--- src/rtl/seq_bit_serializer.sv ---
// Parallel-to-serial feeder for sequence_detector: accepts words over valid/ready
// and shifts them out one bit per clock on x, with an optional fixed idle gap.
module seq_bit_serializer #(
    parameter int unsigned WIDTH     = 8,
    parameter int unsigned GAP       = 0,
    parameter bit          MSB_FIRST = 1'b1
) (
    input  logic             clk,
    input  logic             rst,
    input  logic [WIDTH-1:0] din,
    input  logic             din_valid,
    output logic             din_ready,
    output logic             x,
    output logic             x_valid,
    output logic             last_bit,
    output logic             busy,
    output logic [15:0]      words_sent
);

    localparam int unsigned CNT_W    = (WIDTH > 1) ? $clog2(WIDTH) : 1;
    localparam int unsigned GAP_W    = (GAP > 1) ? $clog2(GAP) : 1;
    localparam int unsigned BIT_LAST = WIDTH - 1;
    localparam int unsigned GAP_LAST = (GAP > 0) ? GAP - 1 : 0;

    typedef enum logic [1:0] {
        S_IDLE  = 2'd0,
        S_SHIFT = 2'd1,
        S_GAP   = 2'd2
    } state_t;

    state_t             state_q, state_n;
    logic [WIDTH-1:0]   shreg_q, shreg_n;
    logic [CNT_W-1:0]   bitcnt_q, bitcnt_n;
    logic [GAP_W-1:0]   gapcnt_q, gapcnt_n;
    logic [15:0]        words_q, words_n;
    logic               x_n, x_valid_n, last_bit_n, busy_n;
    logic               accept;

    // The shifter always emits its MSB, so LSB-first words are loaded reversed.
    function automatic logic [WIDTH-1:0] order_word(input logic [WIDTH-1:0] w);
        logic [WIDTH-1:0] r;
        r = w;
        if (!MSB_FIRST) begin
            for (int i = 0; i < int'(WIDTH); i++) begin
                r[i] = w[WIDTH-1-i];
            end
        end
        return r;
    endfunction

    // Ready decodes from state and counters only; held low while in reset.
    always_comb begin
        din_ready = 1'b0;
        case (state_q)
            S_IDLE:  din_ready = 1'b1;
            S_SHIFT: din_ready = (GAP == 0) && (bitcnt_q == '0);
            S_GAP:   din_ready = (gapcnt_q == '0);
            default: din_ready = 1'b0;
        endcase
        if (!rst) begin
            din_ready = 1'b0;
        end
        accept = din_valid && din_ready;
    end

    always_comb begin
        state_n  = state_q;
        shreg_n  = shreg_q;
        bitcnt_n = bitcnt_q;
        gapcnt_n = gapcnt_q;
        words_n  = words_q;
        case (state_q)
            S_IDLE: begin
                if (accept) begin
                    shreg_n  = order_word(din);
                    bitcnt_n = CNT_W'(BIT_LAST);
                    state_n  = S_SHIFT;
                end
            end
            S_SHIFT: begin
                shreg_n  = shreg_q << 1;
                bitcnt_n = bitcnt_q - CNT_W'(1);
                if (bitcnt_q == '0) begin
                    words_n  = words_q + 16'd1;
                    bitcnt_n = '0;
                    if (GAP == 0) begin
                        // Streaming mode: a waiting word starts with no bubble.
                        if (accept) begin
                            shreg_n  = order_word(din);
                            bitcnt_n = CNT_W'(BIT_LAST);
                        end else begin
                            state_n = S_IDLE;
                        end
                    end else begin
                        state_n  = S_GAP;
                        gapcnt_n = GAP_W'(GAP_LAST);
                    end
                end
            end
            S_GAP: begin
                if (gapcnt_q == '0) begin
                    if (accept) begin
                        shreg_n  = order_word(din);
                        bitcnt_n = CNT_W'(BIT_LAST);
                        state_n  = S_SHIFT;
                    end else begin
                        state_n = S_IDLE;
                    end
                end else begin
                    gapcnt_n = gapcnt_q - GAP_W'(1);
                end
            end
            default: begin
                state_n = S_IDLE;
            end
        endcase

        x_valid_n  = (state_n == S_SHIFT);
        x_n        = x_valid_n ? shreg_n[WIDTH-1] : 1'b0;
        last_bit_n = x_valid_n && (bitcnt_n == '0);
        busy_n     = (state_n != S_IDLE);
    end

    always_ff @(posedge clk) begin
        if (!rst) begin
            state_q  <= S_IDLE;
            shreg_q  <= '0;
            bitcnt_q <= '0;
            gapcnt_q <= '0;
            words_q  <= '0;
            x        <= 1'b0;
            x_valid  <= 1'b0;
            last_bit <= 1'b0;
            busy     <= 1'b0;
        end else begin
            state_q  <= state_n;
            shreg_q  <= shreg_n;
            bitcnt_q <= bitcnt_n;
            gapcnt_q <= gapcnt_n;
            words_q  <= words_n;
            x        <= x_n;
            x_valid  <= x_valid_n;
            last_bit <= last_bit_n;
            busy     <= busy_n;
        end
    end

    assign words_sent = words_q;

endmodule
--- config.mk ---
export PLATFORM = sky130hd
export DESIGN_NAME = seq_bit_serializer
export DESIGN_NICKNAME = d
export VERILOG_FILES = /design/src/rtl/seq_bit_serializer.sv
export SDC_FILE = /design/constraint.sdc
export NUM_CORES = 1
export LEC_CHECK = 0
export ABC_AREA = 1
export CAP_MARGIN = 0
export CORE_MARGIN = 4
export CORE_UTILIZATION = 55
export DETAILED_ROUTE_END_ITERATION = 7
export MAX_ROUTING_LAYER = met4
export PLACE_DENSITY = 0.83
export SETUP_SLACK_MARGIN = 0.5
export SLEW_MARGIN = 20
export SYNTH_ARGS = -nofsm -noshare
export SYNTH_HDL_FRONTEND = slang
export SYNTH_SLANG_ARGS = --single-unit
--- constraint.sdc ---
create_clock -name clk -period 4 [get_ports clk]
set_input_delay 0.8 -clock clk [delete_from_list [all_inputs] [get_ports clk]]
set_output_delay 0.8 -clock clk [all_outputs]
set_load 0.005 [all_outputs]
==> out/metrics.json <==
{
  "outcome": "completed",
  "ys_seq_elements": 33,
  "cts_post_setup_buffers_inserted": 0,
  "fp.coreArea_sq_um": 3078,
  "cts_inserted_buffers": 5,
  "synth-edff-count": 0,
  "synth.cell_area_sq_um": 1789,
  "path_class": "primary input to output port",
  "cellPowerDensity_nw_per_um2": 312.7,
  "root_buffer_selected_by_cts": "clkbuf_4",
  "endpoint_kind": "output port",
  "final_antenna_net_count": 0,
  "total_via_count_after_detailed_routing": 1777,
  "async_reset_ff_share_pct": 0,
  "min-delay-path-class": "flip-flop to flip-flop",
  "synth_flop_cell": "dfxtp_1",
  "cts.sink_count": 33,
  "finalWorstPathRequiredPeriod_ns": 3.263,
  "cp.arrival_ns": 2.46,
  "leakage_uw": 0.0008660,
  "maxCapViolCount": 0,
  "clk_path_buf_depth": 2,
  "place_hpwl_microns": 2862,
  "gpl.final_weighted_congestion": 0.8893,
  "n_antenna_cell": 0,
  "initial_antenna_violation_count": 0,
  "irDropWorstVdd_v": 0.0002117,
  "grt_first_pass_wirelength_microns": 6886,
  "hold_viol": 0,
  "drive_gt1_share_pct": 8.911,
  "final_total_negative_setup_slack_ns": 0,
  "tritoncts_clock_tree": "yes",
  "crit_required_ns": 3.20,
  "power.total_uw": 682.8,
  "critical_path.max_fanout": 11,
  "number_of_global_route_vias_before_repair": 1583,
  "synth_fp_nets": 283,
  "cts_hold_repair.buffers": 0,
  "worst_setup_path_start_kind": "primary input",
  "nets": 316,
  "design.die.area_sq_um": 4230,
  "min_period_over_period_pct": 81.58,
  "synth.yosys.seq_area_share_pct": 36.92,
  "post_synth_inst_count": 269,
  "drc_errors": 0,
  "final_max_slew_viol_count": 0,
  "grt_usage_pct": 21.13,
  "routedWlPerCell_microns": 11.29,
  "clock_insertion_delay_worst_skew_ns": 0.34,
  "avgSynthCellArea_sq_um": 6.651,
  "io-pin-count": 32,
  "initial_utilization_pct": 58.13,
  "ctsResizeCount": 0,
  "first_pass_iters": 4,
  "finalWirelength_microns": 3918,
  "pin_count_of_the_biggest_net_entering_global_routing": 20,
  "ctsHtreeMaxLevel": 2,
  "area_growth_syn_to_layout_pct": 22.03,
  "setup_violations": 0,
  "die-height_microns": 65.04,
  "rows": 20,
  "port_buffers": 31,
  "grt_setup_unrepaired": "no",
  "netlist-cell-type-count": 28,
  "routed_via_density": 5.121,
  "max-slew-margin-rel_pct": 63.04,
  "drt_iter0_drc": 142,
  "clock-skew-final_ns": 0.003616,
  "cts.clk_slew.worst_paths_ns": 0.10,
  "globalRoute.totalOverflow": 0,
  "fp.dieW_microns": 65.04,
  "yosysWarningCount": 0,
  "fmaxAchievable_ghz": 0.3065,
  "tightest_pin_transition_ns": 0.5510
}
-- kinds of logic after synthesis --
family                     synth area share (%)
and+or+nand+nor                           37.83
buffers and inverters                     10.07
AOI/OAI and AO/OA                         12.87
DFF                                       36.92
adders and majority gates                 2.098
other                                    0.2096
-- per-layer routing --
layer | GRT usage, % | vias up | wire length [microns]
li1 | - | 933 | -
met1 | 28.46 | 791 | 1896
met2 | 31.29 | 46 | 1717
met3 | 4.159 | 7 | 247
met4 | 8.031 | 0 | 56
met5 | - | - | 0
-- worst paths after layout --
| path | from | end | slack, ns | cells after the start |
|---|---|---|---|---|
| setup / recovery | rst | din_ready | 0.74 | 4 |
| hold / removal | shreg_q[0]$_SDFFE_PN0P_ | shreg_q[0]$_SDFFE_PN0P_ | 0.50 | 2 |
| setup reg to reg | bitcnt_q[0]$_SDFF_PN0_ | words_sent[14]$_SDFFE_PN0P_ | 1.88 | 10 |
| hold reg to reg | shreg_q[0]$_SDFFE_PN0P_ | shreg_q[0]$_SDFFE_PN0P_ | 0.50 | 2 |
-- final cells by class --
cell class              count  area (sq um)
repair buffers             31         310.3
flip-flops and latches     33         660.6
well taps                  44         55.05
fillers                   276         894.6
multi-input cells         194         948.4
inverters                  37         138.9
clock inverters             1         5.005
clock buffers               7         65.06
-- cell usage in the layout (no fill, tap or decap), types with 2 or more instances in the layout --
cell type and n:
a21oi_1 18, a32oi_1 6, clkbuf_4 5, clkbuf_8 2
clkdlybuf4s50_1 31, dfxtp_1 33, ha_1 3, inv_1 33
inv_2 3, nand2_1 78, nand3_1 10, nand3_2 2
nand4_1 8, nor2_1 36, nor2_2 3, nor2_4 2
o21ai_0 13, or2_2 6
-- synth_stat cells, types with 2 or more instances --
master / instances / area share [%]
or2_2: 6 / 2.1
nand2_1: 78 / 16
inv_2: 3 / 0.63
nor2_1: 36 / 7.6
nand3_2: 2 / 1.1
inv_1: 33 / 6.9
a21oi_1: 18 / 5.0
a32oi_1: 6 / 2.9
nor2_2: 3 / 1.0
ha_1: 3 / 2.1
o21ai_0: 13 / 3.6
buf_6: 2 / 1.3
buf_4: 2 / 0.84
dfxtp_1: 33 / 37
nor2_4: 2 / 1.3
nand4_1: 8 / 2.8
nand3_1: 10 / 2.8
-- report_power, final --
group          switching (uW)  internal (uW)  total (uW)
combinational            68.3           45.4         114
sequential               9.02            344         353
clock                     115            102         216
total                     192            491         683
-- worst max-delay path, cell delays in order --
cell and delay (ns):
clkdlybuf4s50_1 0.72, nand2_1 0.20, nor2_2 0.19, clkdlybuf4s50_1 0.55
-- sequential cells by signal, indices dropped and copies added (netlist names) --
signal,count
bitcnt_q,3
state_q,2
shreg_q,8
busy,1
words_sent,16
x,1
last_bit,1
x_valid,1
-- stage by stage --
stage	utilization, %	worst slack, ns	hold slack, ns	instance area [sq um]	instances
2_1_floorplan	-	2.016	0.4587	1789	269
3_3_place_gp	68.66	0.7835	0.4726	2113	339
3_5_place_dp	68.66	0.7431	0.4854	2113	339
4_1_cts	70.94	0.7347	0.5010	2183	347
5_1_grt	70.94	0.6211	0.5295	2183	347
6_report	70.94	0.7369	0.5010	2183	347
Note: power is estimated with default switching activity, not from simulation.
